## src/rtl/pc_sequencer_if.sv

```systemverilog
// Fetch-PC sequencer bus: redirect sources and RAS controls in, fetch PC and RAS view out.
// Latency: none (wires only); the registered stage lives in pc_sequencer.
// Backpressure: no handshake; stall is carried here as a plain level input.
interface pc_sequencer_if;
    logic        stall;
    logic        isCompressed;
    logic [31:0] immediate;
    logic [31:0] rs1Data;
    logic        branchTaken;
    logic        jalEn;
    logic        jalrEn;
    logic        callEn;
    logic        retEn;
    logic        trapEn;
    logic [31:0] trapVector;
    logic        mretEn;
    logic [31:0] mepc;
    logic [31:0] pcIF;
    logic [31:0] pcLink;
    logic        redirect;
    logic [31:0] rasTop;
    logic        rasValid;

    // Master side drives the control inputs and observes the PC and RAS state.
    modport master (
        output stall, isCompressed, immediate, rs1Data, branchTaken, jalEn, jalrEn,
               callEn, retEn, trapEn, trapVector, mretEn, mepc,
        input  pcIF, pcLink, redirect, rasTop, rasValid
    );

    // Slave side is the sequencer itself.
    modport slave (
        input  stall, isCompressed, immediate, rs1Data, branchTaken, jalEn, jalrEn,
               callEn, retEn, trapEn, trapVector, mretEn, mepc,
        output pcIF, pcLink, redirect, rasTop, rasValid
    );
endinterface

```

## src/rtl/pc_sequencer.sv

```systemverilog
// Fetch PC sequencer with prioritised redirects and a circular return-address stack.
// Latency: pcIF and RAS update one clock after inputs are sampled; pcLink/redirect/rasTop are combinational.
// Backpressure: stall holds pcIF unless a redirect source is active; the RAS ignores stall.
module pc_sequencer #(
    parameter logic [31:0] RESET_VECTOR = 32'h0000_0000,
    parameter int          RAS_DEPTH    = 4,
    parameter bit          COMPRESSED   = 1'b1
) (
    input logic           clk,
    input logic           arst,
    pc_sequencer_if.slave bus
);
    localparam int          PTR_W      = $clog2(RAS_DEPTH);
    localparam int          CNT_W      = PTR_W + 1;
    localparam logic [31:0] ALIGN_MASK = COMPRESSED ? 32'hFFFF_FFFE : 32'hFFFF_FFFC;

    logic [31:0]      pcReg;
    logic [31:0]      linkAddr;
    logic [31:0]      nextRaw;
    logic [31:0]      nextPc;
    logic             compStep;
    logic             anyRedirect;
    logic             doCall;
    logic             doRet;
    logic [31:0]      rasMem [RAS_DEPTH];
    logic [PTR_W-1:0] topPtr;
    logic [CNT_W-1:0] rasCount;

    // Compressed steps only exist when the build supports them.
    assign compStep    = COMPRESSED && bus.isCompressed;
    assign linkAddr    = pcReg + (compStep ? 32'd2 : 32'd4);
    assign anyRedirect = bus.trapEn | bus.mretEn | bus.jalrEn | bus.jalEn | bus.branchTaken;

    // A trap owns the cycle, so call/return bookkeeping is dropped alongside it.
    assign doCall = bus.callEn & ~bus.trapEn;
    assign doRet  = bus.retEn  & ~bus.trapEn;

    // Next-PC select in fixed priority; redirects beat stall, sequential is the fallback.
    always_comb begin
        nextRaw = linkAddr;
        if (bus.trapEn) begin
            nextRaw = bus.trapVector;
        end else if (bus.mretEn) begin
            nextRaw = bus.mepc;
        end else if (bus.jalrEn) begin
            nextRaw = bus.rs1Data + bus.immediate;
        end else if (bus.jalEn || bus.branchTaken) begin
            nextRaw = pcReg + bus.immediate;
        end else if (bus.stall) begin
            nextRaw = pcReg;
        end
    end

    // Every target is halfword aligned, or word aligned without compressed support.
    assign nextPc = nextRaw & ALIGN_MASK;

    // Fetch PC register.
    always_ff @(posedge clk or posedge arst) begin
        if (arst) begin
            pcReg <= RESET_VECTOR;
        end else begin
            pcReg <= nextPc;
        end
    end

    // Return-address stack: push writes above top, pop retreats, push+pop replaces top.
    always_ff @(posedge clk or posedge arst) begin
        if (arst) begin
            topPtr   <= '0;
            rasCount <= '0;
            for (int i = 0; i < RAS_DEPTH; i++) begin
                rasMem[i] <= '0;
            end
        end else begin
            if (doCall && doRet && (rasCount != '0)) begin
                rasMem[topPtr] <= linkAddr;
            end else if (doCall) begin
                // When full the pointer simply wraps onto the oldest entry.
                rasMem[PTR_W'(topPtr + 1'b1)] <= linkAddr;
                topPtr <= PTR_W'(topPtr + 1'b1);
                if (rasCount != CNT_W'(RAS_DEPTH)) begin
                    rasCount <= rasCount + 1'b1;
                end
            end else if (doRet && (rasCount != '0)) begin
                topPtr   <= PTR_W'(topPtr - 1'b1);
                rasCount <= rasCount - 1'b1;
            end
        end
    end

    assign bus.pcIF     = pcReg;
    assign bus.pcLink   = linkAddr;
    assign bus.redirect = anyRedirect;
    assign bus.rasTop   = rasMem[topPtr];
    assign bus.rasValid = (rasCount != '0);
endmodule

```

## src/flat_wrapper.sv

```systemverilog
// flat-port wrapper written by rule: the top's interface ports become plain ports
module pc_sequencer_flat 
#(
    parameter logic [31:0] RESET_VECTOR = 32'h0000_0000,
    parameter int          RAS_DEPTH    = 4,
    parameter bit          COMPRESSED   = 1'b1
)
  (clk, arst, bus_stall, bus_isCompressed, bus_immediate, bus_rs1Data, bus_branchTaken, bus_jalEn, bus_jalrEn, bus_callEn, bus_retEn, bus_trapEn, bus_trapVector, bus_mretEn, bus_mepc, bus_pcIF, bus_pcLink, bus_redirect, bus_rasTop, bus_rasValid);
  pc_sequencer_if bus_i ();
  input logic clk;
  input logic arst;
  input wire logic [$bits(bus_i.stall)-1:0] bus_stall;
  input wire logic [$bits(bus_i.isCompressed)-1:0] bus_isCompressed;
  input wire logic [$bits(bus_i.immediate)-1:0] bus_immediate;
  input wire logic [$bits(bus_i.rs1Data)-1:0] bus_rs1Data;
  input wire logic [$bits(bus_i.branchTaken)-1:0] bus_branchTaken;
  input wire logic [$bits(bus_i.jalEn)-1:0] bus_jalEn;
  input wire logic [$bits(bus_i.jalrEn)-1:0] bus_jalrEn;
  input wire logic [$bits(bus_i.callEn)-1:0] bus_callEn;
  input wire logic [$bits(bus_i.retEn)-1:0] bus_retEn;
  input wire logic [$bits(bus_i.trapEn)-1:0] bus_trapEn;
  input wire logic [$bits(bus_i.trapVector)-1:0] bus_trapVector;
  input wire logic [$bits(bus_i.mretEn)-1:0] bus_mretEn;
  input wire logic [$bits(bus_i.mepc)-1:0] bus_mepc;
  output wire logic [$bits(bus_i.pcIF)-1:0] bus_pcIF;
  output wire logic [$bits(bus_i.pcLink)-1:0] bus_pcLink;
  output wire logic [$bits(bus_i.redirect)-1:0] bus_redirect;
  output wire logic [$bits(bus_i.rasTop)-1:0] bus_rasTop;
  output wire logic [$bits(bus_i.rasValid)-1:0] bus_rasValid;
  assign bus_i.stall = bus_stall;
  assign bus_i.isCompressed = bus_isCompressed;
  assign bus_i.immediate = bus_immediate;
  assign bus_i.rs1Data = bus_rs1Data;
  assign bus_i.branchTaken = bus_branchTaken;
  assign bus_i.jalEn = bus_jalEn;
  assign bus_i.jalrEn = bus_jalrEn;
  assign bus_i.callEn = bus_callEn;
  assign bus_i.retEn = bus_retEn;
  assign bus_i.trapEn = bus_trapEn;
  assign bus_i.trapVector = bus_trapVector;
  assign bus_i.mretEn = bus_mretEn;
  assign bus_i.mepc = bus_mepc;
  assign bus_pcIF = bus_i.pcIF;
  assign bus_pcLink = bus_i.pcLink;
  assign bus_redirect = bus_i.redirect;
  assign bus_rasTop = bus_i.rasTop;
  assign bus_rasValid = bus_i.rasValid;
  pc_sequencer #(.RESET_VECTOR(RESET_VECTOR), .RAS_DEPTH(RAS_DEPTH), .COMPRESSED(COMPRESSED)) u_core (.clk(clk), .arst(arst), .bus(bus_i));
endmodule
```

## config.mk

```make
export PLATFORM = sky130hd
export DESIGN_NAME = pc_sequencer_flat
export DESIGN_NICKNAME = d
export VERILOG_FILES = /design/src/rtl/pc_sequencer_if.sv /design/src/rtl/pc_sequencer.sv /design/src/flat_wrapper.sv
export SDC_FILE = /design/constraint.sdc
export NUM_CORES = 1
export LEC_CHECK = 0
export BUFFER_PORTS_ARGS = -buffer_cell sky130_fd_sc_hd__buf_4
export CAP_MARGIN = 20
export CORE_ASPECT_RATIO = 1.75
export CORE_MARGIN = 1
export CORE_UTILIZATION = 51
export DETAILED_ROUTE_END_ITERATION = 10
export PLACE_DENSITY = 0.88
export REMOVE_ABC_BUFFERS = 1
export SLEW_MARGIN = 20
export SYNTH_ARGS = -nofsm -noshare
export SYNTH_HDL_FRONTEND = slang
export SYNTH_SLANG_ARGS = --single-unit
```

## constraint.sdc

```tcl
create_clock -name clk -period 4.4 [get_ports clk]
set_clock_uncertainty 0.05 [all_clocks]
set_input_delay 0.22 -clock clk [delete_from_list [all_inputs] [get_ports clk]]
set_output_delay 0.22 -clock clk [all_outputs]
set_load 0.05 [all_outputs]
```

After elaboration in Yosys (flattened, before gate mapping). Cells that the tools add are included.

Bits in registers: 164. Output and inout port bits: 98. Word-level logic and storage cells: 64.

$add $sub $neg: 7. Magnitude comparators: 4. Equality and inequality tests: 3. Multiplexer cells: 22. Bitwise logic cells: 10. Reductions and logical operators: 11.

Operators by type and width (number): 32-bit 2-to-1 mux (9); 128-bit bitwise mux (2); 128-bit 2-to-1 mux (2); 32-bit demux with 2-bit select (2); 32-bit adder (3); 32-bit binary-select mux with 2-bit select (1); 3-bit 2-to-1 mux (4); 3-bit >= comparator (second input constant) (2); 3-bit by 1-bit < comparator with 1-bit output (second input constant) (2); 2-bit NOT with 3-bit output (2); 1-bit logical AND (5); 5-bit by 1-bit inequality test with 1-bit output (second input constant) (1); 2-bit 2-to-1 mux (2); 1-bit bitwise OR (4); 2-bit nonzero test (2); 3-bit by 1-bit adder with 3-bit output (second input constant) (1); 3-bit inequality test (second input constant) (1); 3-bit AND reduction (1); 3-bit nonzero test (1); 3-bit by 1-bit subtractor with 3-bit output (second input constant) (1); 2-bit by 1-bit adder with 2-bit output (second input constant) (1); 1-bit AND (2); 2-bit inequality test (second input constant) (1); 1-bit NOT (2); other kinds (3) (3).

Depth between registers and ports, before layout. Gate-level depths: netlist of run 1.

Depth in word-level cells: 9. Depth in mapped cells: 12.

Worst setup path before layout of run 1. Ideal clock, no wire load.

Kind: register -> register. From: register u_core.pcReg[1], in the netlist u_core.bus.pcIF[1]. To: register u_core.pcReg[23], in the netlist u_core.bus.pcIF[23]. Library setup time: 142 ps. Arrival time: 2935 ps. Data required time: 4208 ps. Path slack: 1273 ps. Stages on the path, launching flop included: 11. Clock period less this slack: 3127 ps. Cell sequence: dfrtp_1 -> ha_1 -> fa_1 -> and4_1 -> nand4_1 -> nor2_2 -> nand3_1 -> xor2_1 -> inv_1 -> a221oi_1 -> a31oi_1.

Cells in the longest elaborated chain, start to end: 6. Elaborated cells on any way between the ends: 7.

Ends and longest elaborated chain: start, declared (RTL line pc_sequencer.sv:17) `logic [31:0] pcReg;`; start signal, assigned (RTL line pc_sequencer.sv:62) `pcReg <= nextPc;`; 32-bit adder (RTL line pc_sequencer.sv:31) `assign linkAddr = pcReg + (compStep ? 32'd2 : 32'd4);`; net bus_pcLink[23] (RTL line flat_wrapper.sv:26) `output wire logic [$bits(bus_i.pcLink)-1:0] bus_pcLink;`; 32-bit 2-to-1 mux (RTL line pc_sequencer.sv:49) `end else if (bus.stall) begin`; 32-bit 2-to-1 mux (RTL line pc_sequencer.sv:47) `end else if (bus.jalEn || bus.branchTaken) begin`; 32-bit 2-to-1 mux (RTL line pc_sequencer.sv:45) `end else if (bus.jalrEn) begin`; 32-bit 2-to-1 mux (RTL line pc_sequencer.sv:43) `end else if (bus.mretEn) begin`; 32-bit 2-to-1 mux (RTL line pc_sequencer.sv:41) `if (bus.trapEn) begin`.

The timed path passes the listed nets, and every way through them passes these cells. The select of a mux whose other input is x is not followed. A chain may end at the register's enable or synchronous reset.

Final worst setup path of run 1.
From: register u_core.pcReg[2], in the netlist u_core.bus.pcIF[2]. To: output port bus_pcLink[26].

Cells in the longest elaborated chain, start to end: 1.

Ends and longest elaborated chain (RTL line): 32-bit adder (pc_sequencer.sv:31); end, declared (flat_wrapper.sv:26).

Every way passes these cells.

==> insert_results.sql, run 1 <==
INSERT INTO impl_metrics (metric_group, metric, value, unit) VALUES
('floorplan', 'io-pin-count', '237', ''),
('clock_network', 'h-tree-depth', '4', ''),
('synthesis', 'fraction_of_synthesis_flops_using_an_asynchronous_set_or_reset_pin', '1.00', ''),
('place', 'post_detail_place_hpwl', '28300', 'um'),
('global_routing', 'largest_net_degree_at_the_start_of_global_routing', '85', ''),
('routing', 'drt-initial-drc-count', '950', ''),
('synthesis', 'synth_enable_flop_cells', '0', ''),
('cells_and_area', 'final.fill_count', '1799', ''),
('timing', 'period_needed', '3.48', 'ns'),
('clock_network', 'insertion_delay', '0.44', 'ns'),
('setup_path', 'reg_to_reg_critical_path_endpoint', 'u_core.bus.pcIF[29]', ''),
('setup_path', 'worst_setup_path_end_kind', 'output port', ''),
('routing', 'drt_drc_violations_left', '0', ''),
('run', 'timing.max_cap.violations', '0', ''),
('routing', 'vias', '11347', ''),
('timing', 'grt_setup_unrepaired', 'no', ''),
('clock_network', 'sink_count', '160', ''),
('clock_network', 'cts_post_setup_buffers_inserted', '0', ''),
('clock_network', 'cts_tree', 'built', ''),
('timing', 'tightest_slew', '1.06', 'ns'),
('worst_hold_path', 'min-delay-start', 'bus_trapVector[1]', ''),
('worst_hold_path', 'hold_depth', '3', ''),
('global_routing', 'grt_pass1_wl', '58900', 'um'),
('floorplan', 'placeableCoreArea', '0.0221', 'mm^2'),
('cells_and_area', 'fin_nets', '1730', ''),
('clock_network', 'ctsRootBufferMaster', 'clkbuf_16', ''),
('setup_path', 'worst_flop_to_flop_path_startpoint', 'u_core.bus.pcIF[1]', ''),
('clock_network', 'postCtsResizedCells', '0', ''),
('setup_path', 'r2r_cells', '12', ''),
('power', 'irDropWorstVdd', '304', 'uV'),
('global_routing', 'grt_antenna_before_repair', '2', ''),
('timing', 'setup_tns', '0', 'ns'),
('routing', 'wirelength', '37700', 'um'),
('timing', 'final_slew_viol_count', '0', ''),
('timing', 'hold_viol', '0', ''),
('synthesis', 'post_synth_num_cell_types', '74', ''),
('timing', 'timing.final.crit_share', '0.792', ''),
('synthesis', 'yosys_register_bits', '160', ''),
('worst_hold_path', 'hold_path_end', 'u_core.bus.pcIF[1]', ''),
('setup_path', 'cp_data_arrival_time', '3.21', 'ns'),
('synthesis', 'syn-instance-count', '1323', ''),
('setup_path', 'critical_path_required', '4.13', 'ns'),
('synthesis', 'synth.yosys.seq_area_share', '0.349', ''),
('power', 'cellPowerDensity', '621', 'mW/mm^2'),
('floorplan', 'die-width', '115', 'um'),
('global_routing', 'grt_use_total', '0.334', ''),
('clock_network', 'cts.path.max_buffers', '2', ''),
('routing', 'post_drt_via_cell_ratio', '6.19', ''),
('setup_path', 'crit_fanout', '7', ''),
('setup_path', 'startpoint_class', 'register', ''),
('clock_network', 'path_clk_slew', '0.07', 'ns'),
('synthesis', 'synthFlopType', 'dfrtp_1', ''),
('timing', 'finalSetupViolCount', '0', ''),
('floorplan', 'initial_core_utilization', '0.520', ''),
('floorplan', 'die-height', '200', 'um'),
('cells_and_area', 'final_core_utilization', '0.638', ''),
('synthesis', 'syn-mean-instance-area', '8.67', 'um^2'),
('timing', 'headroom_to_the_max_slew_limit', '0.291', ''),
('synthesis', 'synth_area', '0.0115', 'mm^2'),
('place', 'port_buffers', '231', ''),
('floorplan', 'std_cell_rows', '72', ''),
('routing', 'drt_pre_antenna_iters', '6', ''),
('place', 'place.gp.congestion', '0.968', ''),
('power', 'power.static_leakage', '6.18', 'nW'),
('cells_and_area', 'area_delta_synth_final', '22.8', '%'),
('synthesis', 'yosysWarningCount', '0', ''),
('global_routing', 'remaining_global_route_overflow', '0', ''),
('routing', 'drt.antenna.violating_nets', '0', ''),
('global_routing', 'grt_pass1_vias', '11254', ''),
('clock_network', 'number_of_buffers_added_to_fix_hold_violations_after_cts', '3', ''),
('setup_path', 'critPathKind', 'register to output port', ''),
('cells_and_area', 'final_layout_size_suffix_gt1_frac', '0.226', ''),
('floorplan', 'die-area', '0.0231', 'mm^2'),
('timing', 'max_clk_rate', '0.287', 'GHz'),
('routing', 'per_cell_routed_wire_length', '20.6', 'um'),
('clock_network', 'numCtsBuffers', '17', ''),
('worst_hold_path', 'min_path_type', 'primary input to register', ''),
('run_status', 'outcome', 'completed', ''),
('setup_path', 'r2r_slack', '1.11', 'ns');
## layout make-up
type / instances / area, um^2 / area share
diodes: 2 / 5.00 / 0.000355
clock buffers: 17 / 425 / 0.0302
clock inverters: 15 / 146 / 0.0104
inverters: 60 / 230 / 0.0163
multi-input cells: 1030 / 6990 / 0.496
flip-flops and latches: 160 / 4010 / 0.284
well taps: 296 / 370 / 0.0263
repair buffers: 252 / 1910 / 0.136
## critical path, stage by stage (launching register included)
cell and delay (ns):
dfrtp_1 0.49, ha_1 0.32, a21o_1 0.12, nand4_1 0.28
or3_1 0.61, nor3_2 0.25, xnor2_1 0.37, inv_1 0.11
buf_4 0.22
## how the worst max path moves through the flow
stage | from | endpoint | slack [ns] | cells past startpoint
floorplan | arst | u_core.bus.pcIF[10] | -0.19 | 1
global placement | u_core.bus.pcIF[1] | u_core.bus.pcIF[29] | 1.23 | 12
detailed placement | u_core.bus.pcIF[1] | u_core.bus.pcIF[29] | 1.19 | 12
CTS | u_core.bus.pcIF[1] | bus_pcLink[31] | 0.94 | 9
global route | u_core.bus.pcIF[2] | bus_pcLink[24] | 0.74 | 8
finish | u_core.bus.pcIF[2] | bus_pcLink[26] | 0.92 | 8
## logic make-up (layout without fill, tap and decap cells)
| kind of cell | Yosys count | count (layout) | synth area share |
|---|---|---|---|
| simple gates | 396 | 396 | 0.154 |
| mux | 51 | 51 | 0.0796 |
| fa+ha+maj | 70 | 70 | 0.0790 |
| buf+inv | 135 | 344 | 0.0466 |
| other cells | 1 | 5 | 0.000327 |
| xor+xnor | 78 | 78 | 0.0595 |
| flops | 160 | 160 | 0.349 |
| compound gates | 432 | 432 | 0.233 |
## layout by cell type (no fill, tap or decap), types with 6 or more instances in the layout
cell	count
a21o_1	24
o221ai_1	10
ha_1	66
dfrtp_1	159
o22ai_1	11
clkbuf_16	17
o21ai_1	18
a2111oi_0	6
nor2b_1	11
a222oi_1	6
inv_1	59
mux2i_1	8
mux4_2	31
o21ai_0	46
nor3_1	13
mux2_2	12
a31oi_1	13
xor2_1	36
and3_1	12
a211oi_1	25
nor2_1	183
a21oi_1	202
buf_4	248
xnor2_1	42
nand3_1	41
o21bai_1	10
nand4_1	15
nand2_1	87
and2_1	6
## per-stage QoR
step / hold slack, ns / power (W) / worst slack (ns) / std cells / instance area (um^2)
after floorplan: 0.268 / 0.00582 / -0.190 / 1250 / 11200
after global placement: 0.345 / 0.00710 / 1.23 / 1795 / 13500
after detailed placement: 0.354 / 0.00726 / 1.19 / 1795 / 13500
after CTS: 0.0207 / 0.00873 / 0.937 / 1830 / 14100
after global routing: 0.0290 / 0.00918 / 0.738 / 1832 / 14100
final: 0.0190 / 0.00874 / 0.916 / 1832 / 14100
## cells in the mapped netlist (5+ instances only)
cell,count,area share
buf_2,13,0.0057
a31oi_1,13,0.0071
nor3_1,13,0.0057
o21bai_1,10,0.0065
and2_1,6,0.0033
nor2_1,184,0.060
a21o_1,24,0.016
mux2_2,12,0.012
o31ai_1,5,0.0033
clkbuf_1,54,0.018
nand3_1,41,0.018
nor2b_1,11,0.0060
buf_1,5,0.0016
o21ai_0,46,0.020
xor2_1,36,0.027
o211ai_1,5,0.0033
dfrtp_1,160,0.35
ha_1,66,0.072
or3_1,5,0.0027
xnor2_1,42,0.032
o22ai_1,11,0.0060
o221ai_1,10,0.0076
a211oi_1,25,0.016
nand4_1,15,0.0082
a222oi_1,6,0.0052
nand2_1,87,0.028
a2111oi_0,6,0.0046
mux2i_1,8,0.0070
mux4_2,31,0.061
inv_1,60,0.020
a21oi_1,206,0.090
o21ai_1,18,0.0079
and3_1,12,0.0065
## metal layers
metal	part of all wire	vias up	track usage
li1	-	5203	-
met5	0	-	0
met2	0.51	545	0.567
met3	0.064	151	0.0362
met4	0.065	0	0.220
met1	0.36	5448	0.394
## report_power, final
group	total (W)	internal, W	switching (W)
clock	0.00145	0.000751	0.000695
combinational	0.00467	0.00176	0.00291
sequential	0.00262	0.00210	0.000527
## state kept, by name, indices dropped and copies added (netlist names)
name	flops
u_core.rasMem	124
u_core.topPtr	2
u_core.bus.pcIF	31
u_core.rasCount	3
Note: power is estimated with default switching activity, not from simulation.
==> run 2, diff against run 1 <==
==> constraint.sdc (replaced) <==
create_clock -name clk -period 2.9 [get_ports clk]
set_clock_uncertainty 0.05 [all_clocks]
set_input_delay 0.145 -clock clk [delete_from_list [all_inputs] [get_ports clk]]
set_output_delay 0.145 -clock clk [all_outputs]
set_load 0.05 [all_outputs]
==> run 2 against run 1 <==
Net effect: the run now ends with setup timing left; hold slack worse by 0.012 ns; highest routed layer unchanged; die area unchanged; register-to-register slack got worse by 1.5 ns; via count rose by 12%; first-iteration DRC count rose by 93%; largest cell class unchanged; critical path type is now register to register; global-route usage rose by 3.1 points; clock power increased by 70%; core utilization up 7.1 points; setup slack worse by 1.3 ns; combinational power grew 71%.
==> insert_results.sql, run 2 (synthesis gave the netlist of run 1 again) <==
INSERT INTO impl_metrics (metric_group, metric, value, unit) VALUES
('setup_path', 'startpoint_class', 'register', ''),
('global_routing', 'largest_net_degree_at_the_start_of_global_routing', '73', ''),
('global_routing', 'grt_pass1_wl', '64400', 'um'),
('timing', 'period_needed', '3.30', 'ns'),
('timing', 'final_slew_viol_count', '0', ''),
('floorplan', 'die-area', '0.0231', 'mm^2'),
('setup_path', 'cp_data_arrival_time', '3.62', 'ns'),
('cells_and_area', 'fin_nets', '1864', ''),
('power', 'irDropWorstVdd', '461', 'uV'),
('timing', 'timing.final.crit_share', '1.14', ''),
('global_routing', 'met1_usage', '0.430', ''),
('floorplan', 'die-width', '115', 'um'),
('floorplan', 'std_cell_rows', '72', ''),
('place', 'placed_cells', '1881', ''),
('worst_hold_path', 'min_path_type', 'primary input to register', ''),
('timing', 'final.setup.worst_slack', '-0.404', 'ns'),
('setup_path', 'critPathKind', 'register to register', ''),
('routing', 'per_cell_routed_wire_length', '23.0', 'um'),
('floorplan', 'io-pin-count', '237', ''),
('run', 'timing.max_cap.violations', '0', ''),
('setup_path', 'crit_fanout', '6', ''),
('cells_and_area', 'final.fill_count', '1500', ''),
('floorplan', 'placeableCoreArea', '0.0221', 'mm^2'),
('floorplan', 'initial_core_utilization', '0.520', ''),
('floorplan', 'die-height', '200', 'um'),
('routing', 'drt.antenna.violating_nets', '0', ''),
('worst_hold_path', 'hold_depth', '3', ''),
('global_routing', 'grt_use_total', '0.365', ''),
('power', 'cellPowerDensity', '916', 'mW/mm^2'),
('clock_network', 'cts_tree', 'built', ''),
('setup_path', 'r2r_cells', '12', ''),
('routing', 'wirelength', '45200', 'um'),
('place', 'port_buffers', '231', ''),
('timing', 'grt_setup_unrepaired', 'yes', ''),
('cells_and_area', 'final-instance-count-excl-fill', '1965', ''),
('cells_and_area', 'largest-register', 'u_core.rasMem', ''),
('power', 'power.static_leakage', '6.98', 'nW'),
('clock_network', 'path_clk_slew', '0.07', 'ns'),
('run_status', 'outcome', 'finished, violations left', ''),
('global_routing', 'globalRouteMet2Util', '0.592', ''),
('global_routing', 'grt_antenna_before_repair', '1', ''),
('place', 'post_detail_place_hpwl', '29000', 'um'),
('clock_network', 'sink_count', '160', ''),
('place', 'place.gp.congestion', '0.997', ''),
('routing', 'drt_pre_antenna_iters', '6', ''),
('cells_and_area', 'largest_register_ff_count', '124', ''),
('place', 'dp_worst_setup_slack', '-0.0640', 'ns'),
('timing', 'fin_worst_hold_slack', '0.00704', 'ns'),
('global_routing', 'busiest_layer', 'met2', ''),
('setup_path', 'critical_path_required', '3.22', 'ns'),
('timing', 'finalSetupViolCount', '22', ''),
('routing', 'vias', '12688', ''),
('cells_and_area', 'layout.cells.most_common_list', 'buf_4 (353), a21oi_1 (199), nor2_1 (178)', ''),
('cells_and_area', 'post_layout_instance_area', '0.0156', 'mm^2'),
('run_status', 'failed_checks', 'setup timing', ''),
('global_routing', 'remaining_global_route_overflow', '0', ''),
('timing', 'max_clk_rate', '0.303', 'GHz'),
('clock_network', 'cts.path.max_buffers', '2', ''),
('clock_network', 'h-tree-depth', '4', ''),
('routing', 'drt_drc_violations_left', '0', ''),
('clock_network', 'numCtsBuffers', '17', ''),
('routing', 'drt-initial-drc-count', '1837', ''),
('setup_path', 'worst_setup_path_end_kind', 'register', ''),
('cells_and_area', 'layout.area.seq', '0.00401', 'mm^2'),
('cells_and_area', 'final_layout_size_suffix_gt1_frac', '0.316', ''),
('cells_and_area', 'area_delta_synth_final', '36.4', '%'),
('timing', 'hold_viol', '0', ''),
('place', 'placed_inst_area', '0.0141', 'mm^2'),
('clock_network', 'ctsRootBufferMaster', 'clkbuf_16', ''),
('global_routing', 'grt_pass1_vias', '12264', ''),
('global_routing', 'use_met3', '0.0637', ''),
('timing', 'headroom_to_the_max_slew_limit', '0.431', ''),
('cells_and_area', 'multi_input_comb_area', '0.00738', 'mm^2'),
('clock_network', 'insertion_delay', '0.44', 'ns'),
('routing', 'post_drt_via_cell_ratio', '6.46', ''),
('cells_and_area', 'layout_commonest_cell', 'buf_4', ''),
('timing', 'tightest_slew', '0.832', 'ns');
## run 2: cell types whose count changed in the layout (fill, tap and decap cells not counted), moves of 6 or more
cell,previous run,this run
inv_2,0,6
dlygate4sd3_1,3,16
buf_4,248,353
xnor2_1,42,32
inv_1,59,51
a211oi_2,1,7
xnor2_2,0,7
buf_6,0,11
a211oi_1,25,18
## run 2: stage by stage
stage          TNS (ns)  total power, W  utilization
4_1_cts          -0.481          0.0138        0.685
3_3_place_gp    -0.0581          0.0110        0.640
6_report          -2.26          0.0143        0.709
2_1_floorplan   -424.39         0.00884            -
3_5_place_dp     -0.211          0.0112        0.640
5_1_grt           -3.42          0.0149        0.709
## run 2: what timing repair did
action / in CTS / in global routing
pin swaps: 9 / 31
gates resized for setup: 25 / 78
setup endpoints to repair: 25 / 32
endpoints found under the hold margin: 66 / 0
hold buffers: 16 / 0
buffers inserted: 13 / 23
## run 2: worst paths after layout
check | start | to | slack [ns]
hold / removal | bus_mepc[16] | u_core.bus.pcIF[16] | 0.007
setup / recovery | u_core.bus.pcIF[1] | u_core.bus.pcIF[27] | -0.40
hold reg to reg | u_core.rasMem[1] | u_core.rasMem[1] | 0.47
min in group asynchronous | arst | u_core.rasMem[28] | 0.28
setup reg to reg | u_core.bus.pcIF[1] | u_core.bus.pcIF[27] | -0.40
max in group asynchronous | arst | u_core.rasMem[29] | 1.69
## run 2: worst max-delay path, cell delays in order (launching register included)
cell	delay (ns)
dfrtp_1	0.38
buf_6	0.12
ha_4	0.14
fa_2	0.23
and4_4	0.25
nand4_1	0.14
buf_6	0.18
nor2_4	0.24
nand3_2	0.13
xor2_1	0.17
a2111oi_0	0.75
o31ai_1	0.26
o21ai_1	0.19
## run 2: area by class of cell
cell class	count	share of cell area
Multi-Input combinational cell	1030	0.471
Sequential cell	160	0.256
Timing Repair Buffer	386	0.194
Clock buffer	17	0.0272
Tap cell	296	0.0237
Inverter	60	0.0150
Clock inverter	15	0.0126
Antenna cell	1	0.000160
## run 2: where the power goes
group / leakage, nW / total (W) / switching, W / internal (W)
Combinational: 4.87 / 0.00800 / 0.00498 / 0.00302
Sequential: 1.80 / 0.00388 / 0.000693 / 0.00319
Clock: 0.307 / 0.00246 / 0.00107 / 0.00139
Total: 6.98 / 0.0143 / 0.00675 / 0.00759
## run 2: per-layer routing
metal  up-vias  wire, um
met3       332      4680
li1       5457         -
met2      1011     21500
met4         0      3850
met1      5888     15100
met5         -         0
==> run 3, diff against run 2 <==
--- a/config.mk
+++ b/config.mk
@@ -8,10 +8,11 @@
 export BUFFER_PORTS_ARGS = -buffer_cell sky130_fd_sc_hd__buf_4
 export CAP_MARGIN = 20
 export CORE_ASPECT_RATIO = 1.75
-export CORE_MARGIN = 1
+export CORE_MARGIN = 2
 export CORE_UTILIZATION = 51
+export CTS_CLUSTER_SIZE = 20
 export DETAILED_ROUTE_END_ITERATION = 10
-export PLACE_DENSITY = 0.88
+export PLACE_DENSITY_LB_ADDON = 0.08
 export REMOVE_ABC_BUFFERS = 1
 export SLEW_MARGIN = 20
 export SYNTH_ARGS = -nofsm -noshare
==> run 3 against run 2 <==
Net effect: the flow still finishes with violations (setup timing); maximum frequency grew 10%; combinational power shrank 3.1%; largest cell class unchanged; global-route usage shrank 3.8 points; critical endpoint is now bus_pcLink[22]; non-clock buffer count grew 26; largest power group unchanged; first-iteration DRC count shrank 48%; wire length shrank 13%.
==> insert_results.sql, run 3 (synthesis gave the netlist of run 1 again) <==
INSERT INTO impl_metrics (metric_group, metric, value, unit) VALUES
('run_status', 'outcome', 'finished, violations left', ''),
('run_status', 'failed_checks', 'setup timing', ''),
('place', 'placed_inst_area', '0.0142', 'mm^2'),
('place', 'place.gp.congestion', '0.992', ''),
('timing', 'period_needed', '2.99', 'ns'),
('cells_and_area', 'post_layout_instance_area', '0.0160', 'mm^2'),
('setup_path', 'cp_data_arrival_time', '2.80', 'ns'),
('routing', 'drt_drc_violations_left', '0', ''),
('floorplan', 'die-width', '117', 'um'),
('floorplan', 'io-pin-count', '237', ''),
('timing', 'tightest_slew', '0.823', 'ns'),
('timing', 'final_slew_viol_count', '0', ''),
('setup_path', 'r2r_slack', '0.02', 'ns'),
('floorplan', 'die-area', '0.0238', 'mm^2'),
('clock_network', 'numCtsBuffers', '17', ''),
('global_routing', 'largest_net_degree_at_the_start_of_global_routing', '87', ''),
('setup_path', 'timing.critical_path.to', 'bus_pcLink[22]', ''),
('timing', 'finalSetupViolCount', '6', ''),
('timing', 'max_clk_rate', '0.334', 'GHz'),
('cells_and_area', 'insertedDiodeCount', '0', ''),
('clock_network', 'sink_count', '160', ''),
('place', 'post_detail_place_hpwl', '29500', 'um'),
('clock_network', 'ctsRootBufferMaster', 'clkbuf_16', ''),
('setup_path', 'start_point_of_the_critical_path', 'u_core.bus.pcIF[2]', ''),
('cells_and_area', 'largest_register_ff_count', '124', ''),
('power', 'power.net_switching', '0.00620', 'W'),
('clock_network', 'cts.path.max_buffers', '2', ''),
('routing', 'per_cell_routed_wire_length', '19.8', 'um'),
('setup_path', 'critical_path_required', '2.71', 'ns'),
('global_routing', 'globalRouteMet2Util', '0.575', ''),
('power', 'cellPowerDensity', '876', 'mW/mm^2'),
('cells_and_area', 'area_delta_synth_final', '39.4', '%'),
('global_routing', 'met1_usage', '0.389', ''),
('global_routing', 'busiest_layer', 'met2', ''),
('power', 'irDropWorstVdd', '517', 'uV'),
('timing', 'setup_tns', '-0.257', 'ns'),
('setup_path', 'timing.critical_path.buf_inv', '3', ''),
('power', 'comb_power_share', '0.553', ''),
('routing', 'drt-initial-drc-count', '950', ''),
('routing', 'post_drt_via_cell_ratio', '5.91', ''),
('setup_path', 'startpoint_class', 'register', ''),
('cells_and_area', 'layout.cells.most_common_list', 'buf_4 (367), a21oi_1 (200), nor2_1 (177)', ''),
('setup_path', 'crit_path_cell_trace', 'buf_6 > ha_4 > a21o_1 > nand4_1 > or3_4 > nor2_2 > xnor2_2 > inv_1 > buf_4', ''),
('floorplan', 'placeableCoreArea', '0.0221', 'mm^2'),
('global_routing', 'grt_pass1_vias', '11671', ''),
('global_routing', 'grt_use_total', '0.327', ''),
('clock_network', 'path_clk_slew', '0.07', 'ns'),
('power', 'clock_power_share', '0.180', ''),
('routing', 'drt_pre_antenna_iters', '6', ''),
('routing', 'drt.antenna.violating_nets', '0', ''),
('power', 'share_seq_of_total_power', '0.267', ''),
('routing', 'vias', '11770', ''),
('clock_network', 'cts_tree', 'built', ''),
('floorplan', 'die-height', '202', 'um'),
('global_routing', 'grt_antenna_before_repair', '0', ''),
('setup_path', 'crit_fanout', '7', ''),
('routing', 'wirelength', '39500', 'um'),
('global_routing', 'remaining_global_route_overflow', '0', ''),
('setup_path', 'count_of_cell_instances_traversed_by_the_critical_path', '9', ''),
('timing', 'final.setup.worst_slack', '-0.0947', 'ns'),
('setup_path', 'worst_setup_path_end_kind', 'output port', ''),
('setup_path', 'path_delay_family', 'simple AND/OR/NAND/NOR gates', ''),
('setup_path', 'worst_flop_to_flop_path_startpoint', 'u_core.bus.pcIF[2]', ''),
('cells_and_area', 'final_layout_size_suffix_gt1_frac', '0.329', ''),
('setup_path', 'r2r_cells', '16', ''),
('clock_network', 'h-tree-depth', '4', ''),
('setup_path', 'critPathKind', 'register to output port', ''),
('worst_hold_path', 'min_path_type', 'primary input to register', ''),
('timing', 'hold_viol', '0', ''),
('floorplan', 'std_cell_rows', '72', ''),
('global_routing', 'use_met3', '0.0412', ''),
('power', 'intPower', '0.00781', 'W'),
('global_routing', 'grt_pass1_wl', '60800', 'um'),
('timing', 'timing.final.crit_share', '1.03', ''),
('power', 'power.static_leakage', '7.14', 'nW'),
('timing', 'headroom_to_the_max_slew_limit', '0.451', ''),
('place', 'port_buffers', '231', ''),
('power', 'p_sw_frac', '0.442', ''),
('clock_network', 'insertion_delay', '0.44', 'ns'),
('setup_path', 'reg_to_reg_critical_path_endpoint', 'u_core.bus.pcIF[29]', ''),
('cells_and_area', 'layout_commonest_cell', 'buf_4', ''),
('timing', 'grt_setup_unrepaired', 'yes', ''),
('run', 'timing.max_cap.violations', '0', ''),
('floorplan', 'initial_core_utilization', '0.520', ''),
('setup_path', 'cp_slowest_cell', 'or3_4', ''),
('cells_and_area', 'largest-register', 'u_core.rasMem', ''),
('cells_and_area', 'fin_nets', '1890', ''),
('setup_path', 'critical_path.max_stage_delay', '0.55', 'ns');
==> run 3: cell types whose count changed in the layout (fill, tap and decap cells not counted), moves of 4 or more <==
cell	delta
buf_4	+14
dlygate4sd3_1	+6
inv_1	-4
inv_2	+6
==> run 3: worst min path at each step <==
| stage | cells after the start | end | startpoint |
|---|---|---|---|
| global route | 3 | u_core.bus.pcIF[8] | bus_mepc[8] |
| CTS | 3 | u_core.bus.pcIF[16] | bus_trapVector[16] |
| finish | 3 | u_core.bus.pcIF[16] | bus_trapVector[16] |
| floorplan | 1 | u_core.bus.pcIF[7] | bus_trapEn |
| detailed placement | 2 | u_core.rasMem[124] | arst |
| global placement | 2 | u_core.rasMem[124] | arst |
==> run 3: final cells by class <==
class,instances,area (um^2)
multi-input cells,1030,7440
fillers,1712,6080
flip-flops and latches,160,4010
repair buffers,412,3290
clock buffers,21,450
well taps,296,370
inverters,60,230
clock inverters,11,201
==> run 3: worst register-to-register path, delay by kind of cell (launching register included) <==
family / cells / cell delay [ns]
buffers and inverters: 6 / 0.82
AND/OR/NAND/NOR: 5 / 0.81
flip-flops: 1 / 0.42
AO/OA/AOI/OAI: 3 / 0.37
adder cells (fa/ha/maj): 1 / 0.21
XOR/XNOR: 1 / 0.17
==> run 3: metrics by stage <==
step | hold slack (ns) | setup slack [ns] | instances | util | total power, W
floorplan | 0.193 | -1.61 | 1250 | - | 0.00884
global placement | 0.310 | -0.0497 | 1890 | 0.645 | 0.0110
detailed placement | 0.308 | -0.0427 | 1890 | 0.645 | 0.0112
CTS | 0.00722 | -0.0484 | 1976 | 0.706 | 0.0139
global route | 0.0221 | -0.179 | 1990 | 0.725 | 0.0147
finish | 0.00618 | -0.0947 | 1990 | 0.725 | 0.0140
==> run 3: power groups by stage <==
stage                     sequential (W)  clock (W)  combinational (W)
after floorplan                  0.00397          0            0.00487
after global placement           0.00371          0            0.00733
after detailed placement         0.00377          0            0.00743
after CTS                        0.00373    0.00254            0.00763
after global routing             0.00385    0.00263            0.00825
final                            0.00374    0.00252            0.00775
==> run 3: timing repair <==
action	4_1_cts	5_1_grt
gates resized for setup	50	68
hold buffers	22	0
pin swaps	17	21
setup buffers	32	16
endpoints found under the hold margin	99	0
setup endpoints to repair	28	37
==> run 3: per-layer routing <==
| metal | up-vias | routed length, um |
|---|---|---|
| met3 | 103 | 1780 |
| met1 | 5721 | 15500 |
| met5 | - | 0 |
| met4 | 0 | 1920 |
| met2 | 425 | 20200 |
| li1 | 5521 | - |
